[config.mk]
export PLATFORM = sky130hd
export DESIGN_NAME = arb_grant_mux_flat
export DESIGN_NICKNAME = d
export VERILOG_FILES = /design/src/rtl/arb_grant_mux_pkg.sv /design/src/rtl/arb_grant_mux_if.sv /design/src/rtl/arb_grant_mux_skid_fifo2.sv /design/src/rtl/arb_grant_mux.sv /design/src/flat_wrapper.sv
export SDC_FILE = /design/constraint.sdc
export NUM_CORES = 1
export LEC_CHECK = 0
export CAP_MARGIN = 25
export CELL_PAD_IN_SITES_DETAIL_PLACEMENT = 0
export CELL_PAD_IN_SITES_GLOBAL_PLACEMENT = 2
export CORE_ASPECT_RATIO = 0.9
export CORE_MARGIN = 2
export CORE_UTILIZATION = 29
export CTS_CLUSTER_SIZE = 30
export DETAILED_ROUTE_END_ITERATION = 16
export GPL_ROUTABILITY_DRIVEN = 0
export PLACE_DENSITY_LB_ADDON = 0.15
export SLEW_MARGIN = 20
export SYNTH_ARGS = -nofsm -noshare
export SYNTH_HDL_FRONTEND = slang
export SYNTH_SLANG_ARGS = --single-unit
[constraint.sdc]
create_clock -name clk -period 3.2 [get_ports clk]
set_input_delay 0.64 -clock clk [delete_from_list [all_inputs] [get_ports clk]]
set_output_delay 0.64 -clock clk [all_outputs]
set_load 0.01 [all_outputs]
[src/rtl/arb_grant_mux_pkg.sv]
// arb_pkg: shared FSM state, source index type and grant decoding helper for arb_grant_mux
package arb_pkg;
   typedef enum logic {IDLE, LOCKED} state_t;
   localparam int MaxReq = 32;
   typedef logic [$clog2(MaxReq)-1:0] src_idx_t;
   typedef struct packed {
      logic     is_onehot;
      src_idx_t index;
   } onehot_t;
   function automatic onehot_t onehot_check(input logic [MaxReq-1:0] v);
      onehot_t r;
      r.is_onehot = (v != '0) && ((v & (v - MaxReq'(1))) == '0);
      r.index = '0;
      for (int i = 0; i < MaxReq; i++)
         if (v[i]) r.index = src_idx_t'(i);
      return r;
   endfunction
endpackage

[src/rtl/arb_grant_mux_if.sv]
// arb_grant_mux_if: grant, per-requester streams, output channel and status of the grant mux
interface arb_grant_mux_if #(parameter int NumReq = 3, parameter int DataW = 32);
   logic [NumReq-1:0]             grant_in;
   logic [NumReq-1:0]             req_valid;
   logic [NumReq-1:0][DataW-1:0]  req_data;
   logic [NumReq-1:0]             req_last;
   logic [NumReq-1:0]             req_ready;
   logic                          out_valid;
   logic [DataW-1:0]              out_data;
   logic                          out_last;
   logic [$clog2(NumReq)-1:0]     out_src;
   logic                          out_ready;
   logic                          busy;
   logic                          err_multi;
   logic                          err_long;
   modport master (
      output grant_in, req_valid, req_data, req_last, out_ready,
      input  req_ready, out_valid, out_data, out_last, out_src, busy, err_multi, err_long
   );
   modport slave (
      input  grant_in, req_valid, req_data, req_last, out_ready,
      output req_ready, out_valid, out_data, out_last, out_src, busy, err_multi, err_long
   );
endinterface

[src/rtl/arb_grant_mux_skid_fifo2.sv]
// skid_fifo2: two-entry register FIFO; output always comes straight from a storage register
module skid_fifo2 #(parameter int Width = 8) (
   input  logic             clk,
   input  logic             rstN,
   input  logic             push,
   input  logic             pop,
   input  logic [Width-1:0] din,
   output logic [Width-1:0] dout,
   output logic             full,
   output logic             empty,
   output logic [1:0]       count
);
   logic [Width-1:0] mem [2];
   logic wp, rp, do_push, do_pop;
   assign full = count == 2'd2;
   assign empty = count == 2'd0;
   assign do_push = push && !full;
   assign do_pop = pop && !empty;
   assign dout = mem[rp];
   always_ff @(posedge clk)
      if (!rstN) begin
         mem <= '{default: '0};
         wp <= 1'b0;
         rp <= 1'b0;
         count <= 2'd0;
      end else begin
         if (do_push) begin
            mem[wp] <= din;
            wp <= ~wp;
         end
         if (do_pop) rp <= ~rp;
         count <= count + {1'b0, do_push} - {1'b0, do_pop};
      end
endmodule

[src/rtl/arb_grant_mux.sv]
// arb_grant_mux: locks the shared output channel to the granted requester for one burst
module arb_grant_mux import arb_pkg::*; #(
   parameter int NumReq = 3,
   parameter int DataW = 32,
   parameter int MaxBeats = 16
) (
   input logic clk,
   input logic rstN,
   arb_grant_mux_if.slave bus
);
   localparam int SW = $clog2(NumReq);
   localparam int CW = $clog2(MaxBeats + 1);
   localparam int EW = DataW + 1 + SW;
   state_t state_q, state_d;
   logic [SW-1:0] src_q, grant_idx;
   logic [CW-1:0] beat_cnt;
   onehot_t oh;
   logic lock, can_push, accept, last_eff, full, empty;
   logic [1:0] fifo_count;
   logic [EW-1:0] fifo_in, fifo_out;
   assign oh = onehot_check(MaxReq'(bus.grant_in));
   assign grant_idx = SW'(oh.index);
   assign lock = state_q == IDLE && oh.is_onehot && bus.req_valid[grant_idx];
   assign can_push = state_q == LOCKED && fifo_count < 2'd2;
   assign accept = can_push && bus.req_valid[src_q];
   // a burst reaching the beat limit is closed as if the requester had flagged last
   assign last_eff = bus.req_last[src_q] || beat_cnt == CW'(MaxBeats - 1);
   assign fifo_in = {bus.req_data[src_q], last_eff, src_q};
   assign bus.req_ready = can_push ? NumReq'(1) << src_q : '0;
   assign bus.out_valid = !empty;
   assign {bus.out_data, bus.out_last, bus.out_src} = fifo_out;
   assign bus.busy = state_q == LOCKED;
   always_comb state_d = lock ? LOCKED : (accept && last_eff) ? IDLE : state_q;
   always_ff @(posedge clk) state_q <= !rstN ? IDLE : state_d;
   always_ff @(posedge clk)
      if (!rstN) begin
         src_q <= '0;
         beat_cnt <= '0;
         bus.err_multi <= 1'b0;
         bus.err_long <= 1'b0;
      end else begin
         if (lock) begin
            src_q <= grant_idx;
            beat_cnt <= '0;
         end else if (accept) beat_cnt <= beat_cnt + CW'(1);
         if (state_q == IDLE && |bus.grant_in && !oh.is_onehot) bus.err_multi <= 1'b1;
         if (accept && last_eff && !bus.req_last[src_q]) bus.err_long <= 1'b1;
      end
   skid_fifo2 #(.Width(EW)) u_fifo (
      .clk  (clk),
      .rstN (rstN),
      .push (accept && !full),
      .pop  (bus.out_valid && bus.out_ready),
      .din  (fifo_in),
      .dout (fifo_out),
      .full (full),
      .empty(empty),
      .count(fifo_count)
   );
endmodule
[src/flat_wrapper.sv]
// flat-port wrapper written by rule: the top's interface ports become plain ports
module arb_grant_mux_flat import arb_pkg::*;
#(
   parameter int NumReq = 3,
   parameter int DataW = 32,
   parameter int MaxBeats = 16
)
  (clk, rstN, bus_grant_in, bus_req_valid, bus_req_data, bus_req_last, bus_out_ready, bus_req_ready, bus_out_valid, bus_out_data, bus_out_last, bus_out_src, bus_busy, bus_err_multi, bus_err_long);
  arb_grant_mux_if #(.NumReq(NumReq), .DataW(DataW)) bus_i ();
  input logic clk;
  input logic rstN;
  input wire logic [$bits(bus_i.grant_in)-1:0] bus_grant_in;
  input wire logic [$bits(bus_i.req_valid)-1:0] bus_req_valid;
  input wire logic [$bits(bus_i.req_data)-1:0] bus_req_data;
  input wire logic [$bits(bus_i.req_last)-1:0] bus_req_last;
  input wire logic [$bits(bus_i.out_ready)-1:0] bus_out_ready;
  output wire logic [$bits(bus_i.req_ready)-1:0] bus_req_ready;
  output wire logic [$bits(bus_i.out_valid)-1:0] bus_out_valid;
  output wire logic [$bits(bus_i.out_data)-1:0] bus_out_data;
  output wire logic [$bits(bus_i.out_last)-1:0] bus_out_last;
  output wire logic [$bits(bus_i.out_src)-1:0] bus_out_src;
  output wire logic [$bits(bus_i.busy)-1:0] bus_busy;
  output wire logic [$bits(bus_i.err_multi)-1:0] bus_err_multi;
  output wire logic [$bits(bus_i.err_long)-1:0] bus_err_long;
  assign bus_i.grant_in = bus_grant_in;
  assign bus_i.req_valid = bus_req_valid;
  assign bus_i.req_data = bus_req_data;
  assign bus_i.req_last = bus_req_last;
  assign bus_i.out_ready = bus_out_ready;
  assign bus_req_ready = bus_i.req_ready;
  assign bus_out_valid = bus_i.out_valid;
  assign bus_out_data = bus_i.out_data;
  assign bus_out_last = bus_i.out_last;
  assign bus_out_src = bus_i.out_src;
  assign bus_busy = bus_i.busy;
  assign bus_err_multi = bus_i.err_multi;
  assign bus_err_long = bus_i.err_long;
  arb_grant_mux #(.NumReq(NumReq), .DataW(DataW), .MaxBeats(MaxBeats)) u_core (.clk(clk), .rstN(rstN), .bus(bus_i));
endmodule
==> impl_metrics.toml, run 1 <==
[global_routing]
grt_use_total = 0.154
first_global_vias = 3986
grt_pass1_wl_um = 19900
antenna_found_initial = 0
globalRouteOverflowTotal = 0
grt_max_degree = 58

[finish]
antenna-diode-count = 0
areaGrowthSynthToFinish_pct = 41.6
n_fill_cell = 1510
drive_above_1_share = 0.121
finalInstanceArea_mm2 = 0.00649
layout.nets = 745

[detailed_routing]
drt_initial_violations = 116
final_routed_drc_violation_total = 0
final_antenna_net_count = 0
drt_first_pass_iters = 4
route.final.wire_length_um = 12600
number_of_vias_per_cell_after_detailed_routing = 4.62
detailroute.via_count = 3880
route.detailed.wl_per_inst_um = 15.0

[yosys]
syn-cell-area_mm2 = 0.00458
netlist-cell-type-count = 44
synth_flop_cell = "sky130_fd_sc_hd__dfxtp_1"
synth_commonest_cells = "sky130_fd_sc_hd__mux2i_1, sky130_fd_sc_hd__dfxtp_1, sky130_fd_sc_hd__nand2_1, sky130_fd_sc_hd__o21ai_0"
yosysSeqAreaShare = 0.367
synth-seq-cells = 84
syn_area_per_cell_um2 = 9.20
synth_top_cell_by_area = "sky130_fd_sc_hd__dfxtp_1"
synth_cells = 498
synth.area.top_cells = "sky130_fd_sc_hd__dfxtp_1, sky130_fd_sc_hd__mux2i_1, sky130_fd_sc_hd__mux2_2, sky130_fd_sc_hd__nand2_1, sky130_fd_sc_hd__and2_1"
synthArstFlopShare = 0
netlist.area_leader.share = 0.367
synth_fp_nets = 609
synth-edff-count = 0
yosys_synthesis_warning_count = 0
synthMostInstantiatedCell = "sky130_fd_sc_hd__mux2i_1"

[power_and_ir_drop]
pwr_density_cell_mw_per_mm2 = 429
switching_power_share_of_the_total = 0.265
sequentialPowerShare = 0.412
total_switching_power_w = 0.000738
irDropWorstVdd_mv = 0.262
lkg_pwr_nw = 2.63
cellInternalPower_w = 0.00205
clock_power_share = 0.346
share_comb_of_total_power = 0.242

[worst_setup_path]
rr_worst_depth = 5
worst_ep_required_ns = 2.56
crit-reg2reg-capture = "u_core.u_fifo.mem[54]$_SDFFE_PN0P_"
cp-end-kind = "output port"
cp.arrival_ns = 1.97
worstPathMaxFanout = 21
worstSetupPathType = "reg -> out"
worst-r2r-setup-slack_ns = 0.79
start_kind = "register"
r2r-start = "u_core.src_q[0]$_SDFFE_PN0P_"

[cts]
clk_path_buf_depth = 2
tritoncts_clock_tree = "yes"
clk_root_buffer_cell = "sky130_fd_sc_hd__clkbuf_16"
cts.reportedPaths.clkPinSlew_ns = 0.06
clock_latency_ns = 0.34
cts-buffers-inserted = 9
clock-sinks = 84
holdBufCountCts = 0
postCtsResizedCells = 0
cts_setup_buffers = 0
htreeDepth = 3

[timing]
worst-slew-pin-transition_ns = 0.700
final_period_minus_worst_setup_slack_ns = 2.61
timing.final.setup_violations = 0
finalSetupTns_ns = 0
rsz_0062_raised_after_global_routing = "false"
final-hold-violation-count = 0
final_min_period_over_clock_period = 0.817
final.setup_skew_ns = 0.00407
relSlewSlack = 0.532
drv_slew = 0
max_freq_ghz = 0.382

[die]
dieWidth_um = 137
design.die.area_mm2 = 0.0168
die_h_um = 123
core_region_area_mm2 = 0.0154
initial_utilization = 0.297
design.portCount = 150
number_of_rows_in_the_core_area = 43

[place]
port_bufs = 149
post-dp-hpwl_um = 8780
dpl_cell_area_mm2 = 0.00622

[worst_hold_path]
hold_path_startpoint = "u_core.u_fifo.mem[40]$_SDFFE_PN0P_"
worst_hold_end = "u_core.u_fifo.mem[40]$_SDFFE_PN0P_"
timing.hold.worst_path_depth = 2
min-delay-path-class = "reg -> reg"

[run]
timing.max_cap.violations = 0

[run_status]
outcome = "finished, final reports clean"
worst max-delay path by stage:
| stage | cells after the start | startpoint | slack [ns] | to |
|---|---|---|---|---|
| after floorplan | 3 | u_core.u_fifo.rp$_SDFFE_PN0P_ | 1.22 | bus_out_data[10] |
| after global placement | 6 | bus_req_valid[0] | 0.47 | u_core.u_fifo.mem[19]$_SDFFE_PN0P_ |
| after detailed placement | 6 | bus_req_valid[2] | 0.41 | u_core.u_fifo.mem[15]$_SDFFE_PN0P_ |
| after CTS | 3 | u_core.u_fifo.rp$_SDFFE_PN0P_ | 0.55 | bus_out_data[19] |
| after global routing | 3 | u_core.src_q[0]$_SDFFE_PN0P_ | 0.47 | bus_req_ready[0] |
| final | 3 | u_core.src_q[0]$_SDFFE_PN0P_ | 0.59 | bus_req_ready[0] |
power groups by stage:
stage               Combinational (W)  Sequential [W]  Clock (W)
finish                       0.000674         0.00115   0.000962
global route                 0.000736         0.00115    0.00103
CTS                          0.000687         0.00115   0.000996
detailed placement           0.000684         0.00117          0
global placement             0.000676         0.00117          0
floorplan                    0.000394         0.00114          0
sequential cells by signal (all words and copies together) (netlist names):
register              cells
u_core.beat_cnt           5
u_core.bus.busy           1
u_core.bus.err_long       1
u_core.bus.err_multi      1
u_core.src_q              2
u_core.u_fifo.count       2
u_core.u_fifo.mem        70
u_core.u_fifo.rp          1
u_core.u_fifo.wp          1
stage by stage:
stage          utilization  hold WS, ns  cells  setup WS, ns  total power (W)
2_1_floorplan            -        0.432    498          1.22          0.00154
3_3_place_gp         0.403        0.439    825         0.472          0.00185
3_5_place_dp         0.403        0.445    825         0.413          0.00186
4_1_cts              0.420        0.458    840         0.549          0.00283
5_1_grt              0.420        0.470    840         0.468          0.00292
6_report             0.420        0.455    840         0.586          0.00278
cell families (layout without fill, tap and decap cells):
group                      after synthesis  after routing  share of synthesized area
and+or+nand+nor                        171            171                      0.179
muxes                                  140            140                      0.316
DFF                                     84             84                      0.367
AOI/OAI and AO/OA                       57             57                     0.0745
buffers and inverters                   40            180                     0.0505
adders and majority gates                3              3                    0.00819
xor gates and xnor gates                 3              3                    0.00573
layout by cell type, fill, tap and decap left out, drive strengths merged, types with 3 or more instances in the layout:
| cell | n |
|---|---|
| a21oi | 5 |
| and2 | 36 |
| buf | 14 |
| clkbuf | 13 |
| clkdlybuf4s50 | 148 |
| dfxtp | 84 |
| ha | 3 |
| inv | 3 |
| mux2 | 36 |
| mux2i | 104 |
| nand2 | 79 |
| nand2b | 3 |
| nor2 | 35 |
| nor2b | 5 |
| o21ai | 39 |
critical path, stage by stage (launching register included):
cell	delay [ns]
sky130_fd_sc_hd__dfxtp_2	0.46
sky130_fd_sc_hd__nor3b_2	0.45
sky130_fd_sc_hd__nor2b_1	0.19
sky130_fd_sc_hd__clkdlybuf4s50_1	0.54
metal layers:
| layer | wire [µm] | track usage | vias up |
|---|---|---|---|
| met5 | 0 | 0 | - |
| met4 | 145 | 0.0430 | 0 |
| met3 | 692 | 0.0398 | 8 |
| met2 | 6030 | 0.266 | 85 |
| met1 | 5690 | 0.189 | 1810 |
| li1 | - | - | 1977 |
layout make-up:
class                   count  area (µm²)  share of cell area
multi-input cells         374        2670               0.412
flip-flops and latches     84        1690               0.260
repair buffers            162        1600               0.246
clock buffers              13         260              0.0401
well taps                 202         253              0.0389
inverters                   3        11.3             0.00173
clock inverters             2        10.0             0.00154
No activity file was read; power rests on OpenSTA's default activity.
==> run 2: changes to the inputs <==
--- a/config.mk
+++ b/config.mk
@@ -10,7 +10,7 @@
 export CELL_PAD_IN_SITES_GLOBAL_PLACEMENT = 2
 export CORE_ASPECT_RATIO = 0.9
 export CORE_MARGIN = 2
-export CORE_UTILIZATION = 29
+export CORE_UTILIZATION = 24
 export CTS_CLUSTER_SIZE = 30
 export DETAILED_ROUTE_END_ITERATION = 16
 export GPL_ROUTABILITY_DRIVEN = 0
==> constraint.sdc (replaced) <==
create_clock -name clk -period 2.4 [get_ports clk]
set_input_delay 0.48 -clock clk [delete_from_list [all_inputs] [get_ports clk]]
set_output_delay 0.48 -clock clk [all_outputs]
set_load 0.01 [all_outputs]
==> run 2 against run 1 <==
Global-route usage is 1.7 points lower. Utilization is 6.0 points lower. Final cell count is 5.6% higher. Cell area is 3.2% higher. Register-to-register slack worse by 0.25 ns. Worst hold slack worse by 0.0010 ns. Sequential cell count stayed put. Total power is 46% higher. Die area is 20% higher. Setup slack worse by 0.50 ns. Critical path depth stayed put. Highest routed layer unchanged.
==> impl_metrics.toml, run 2 (same netlist as run 1, synthesis figures left out) <==
[die]
dieWidth_um = 150
number_of_rows_in_the_core_area = 47
design.die.area_mm2 = 0.0202
die_h_um = 135
core_region_area_mm2 = 0.0186
design.portCount = 150
initial_utilization = 0.247

[global_routing]
first_global_vias = 4031
grt_use_total = 0.137
antenna_found_initial = 0
grt_pass1_wl_um = 21300
grt_max_degree = 49
globalRouteOverflowTotal = 0

[detailed_routing]
number_of_vias_per_cell_after_detailed_routing = 4.35
route.met3.wl_um = 981
dr_wl_met2_um = 6030
drt_first_pass_iters = 4
final_routed_drc_violation_total = 0
route.detailed.wl_per_inst_um = 15.1
route.final.wire_length_um = 13400
detailroute.via_count = 3855
top_layer = "met4"
wirelength_met1_um = 6160
final_antenna_net_count = 0
drt_initial_violations = 116

[timing]
final_period_minus_worst_setup_slack_ns = 2.32
final-hold-violation-count = 0
finalSetupTns_ns = 0
rsz_0062_raised_after_global_routing = "false"
worst-slew-pin-transition_ns = 0.517
final_min_period_over_clock_period = 0.966
drv_slew = 0
timing.final.setup_violations = 0
final.setup_skew_ns = 0.00805
relSlewSlack = 0.655
setup_slack_ns = 0.0827
max_freq_ghz = 0.432

[run]
timing.max_cap.violations = 0

[cts]
clock-sinks = 84
clk_path_buf_depth = 2
clock_latency_ns = 0.34
cts.reportedPaths.clkPinSlew_ns = 0.06
clk_root_buffer_cell = "sky130_fd_sc_hd__clkbuf_16"
tritoncts_clock_tree = "yes"
htreeDepth = 3
holdBufCountCts = 0
cts-buffers-inserted = 9

[place]
pre_cts_slack_ns = 0.199
post-dp-hpwl_um = 9410
port_bufs = 149

[finish]
layout_common_cells = "sky130_fd_sc_hd__clkdlybuf4s50_1, sky130_fd_sc_hd__mux2i_1, sky130_fd_sc_hd__dfxtp_1"
antenna-diode-count = 0
drive_above_1_share = 0.129
layout.cells.most_common = "sky130_fd_sc_hd__clkdlybuf4s50_1"
areaGrowthSynthToFinish_pct = 46.2
reg_top3 = "u_core.u_fifo.mem x70, u_core.beat_cnt x5"
multi_input_comb_area_mm2 = 0.00267
n_fill_cell = 1926
register_area_mm2 = 0.00169
max_flop_register = "u_core.u_fifo.mem"
layout.nets = 749
largest_reg_flops = 70

[power_and_ir_drop]
pwr_density_cell_mw_per_mm2 = 605
irDropWorstVdd_mv = 0.325
lkg_pwr_nw = 2.70

[worst_setup_path]
worstPathMaxFanout = 24
slowest_stage_cell_on_the_critical_path = "sky130_fd_sc_hd__clkdlybuf4s50_1"
rr_worst_depth = 6
start_kind = "register"
worst_ep_required_ns = 1.92
worst-r2r-setup-slack_ns = 0.54
timing.critical_path.cells = "buf_6 > and4bb_4 > clkdlybuf4s50_1"
cp.arrival_ns = 1.84
cp-end-kind = "output port"
worstSetupPathType = "reg -> out"
timing.critical_path.slowest_cell_delay_ns = 0.55

[worst_hold_path]
timing.hold.worst_path_depth = 2
min-delay-path-class = "reg -> reg"

[run_status]
outcome = "finished, final reports clean"
==> run 2: cell count changes in the layout (fill, tap and decap cells not counted) <==
cell                        delta
sky130_fd_sc_hd__buf_12        +4
sky130_fd_sc_hd__bufinv_16     +3
sky130_fd_sc_hd__clkbuf_8      -1
sky130_fd_sc_hd__buf_4         -2
sky130_fd_sc_hd__buf_6         +2
sky130_fd_sc_hd__clkbuf_1      -2
==> run 2: final cells by class <==
class                           instances  area share
Multi-Input combinational cell        374       0.399
Timing Repair Buffer                  166       0.252
Sequential cell                        84       0.251
Tap cell                              245      0.0457
Clock buffer                           10      0.0357
Clock inverter                          5      0.0149
Inverter                                3     0.00168
==> run 2: timing repair <==
action / CTS / global route
setup endpoints to repair: 1 / 4
resized for setup: 1 / 1
buffers inserted: 0 / 0
==> run 2: metal layers <==
layer / vias to the layer above / global-route usage
li1: 1974 / -
met1: 1768 / 0.170
met2: 101 / 0.223
met3: 12 / 0.0459
met4: 0 / 0.0435
met5: - / 0
==> run 2: path summary, 6_finish.rpt <==
path                                 startpoint                                 end
max                u_core.src_q[0]$_SDFFE_PN0P_                    bus_req_ready[1]
min reg2reg  u_core.u_fifo.mem[53]$_SDFFE_PN0P_  u_core.u_fifo.mem[53]$_SDFFE_PN0P_
min          u_core.u_fifo.mem[53]$_SDFFE_PN0P_  u_core.u_fifo.mem[53]$_SDFFE_PN0P_
max reg2reg        u_core.src_q[0]$_SDFFE_PN0P_  u_core.u_fifo.mem[54]$_SDFFE_PN0P_
==> run 2: report_power, final <==
group	internal [W]	switching, W
clock network	0.00104	0.000558
logic	0.000534	0.000413
registers	0.00146	0.0000472
total	0.00303	0.00102
==> run 2: stage by stage <==
step	hold WS (ns)	utilization	instances	total power (W)	area [µm²]
floorplan	0.432	-	498	0.00205	4580
global placement	0.440	0.342	872	0.00249	6350
detailed placement	0.447	0.342	872	0.00250	6350
CTS	0.457	0.360	887	0.00413	6700
global route	0.479	0.361	887	0.00427	6700
finish	0.454	0.361	887	0.00405	6700
==> run 2: critical path, delay by kind of cell (launching register included) <==
family        cells  cell delay, ns
simple gates      1            0.32
buf+inv           2            0.80
flops             1            0.37
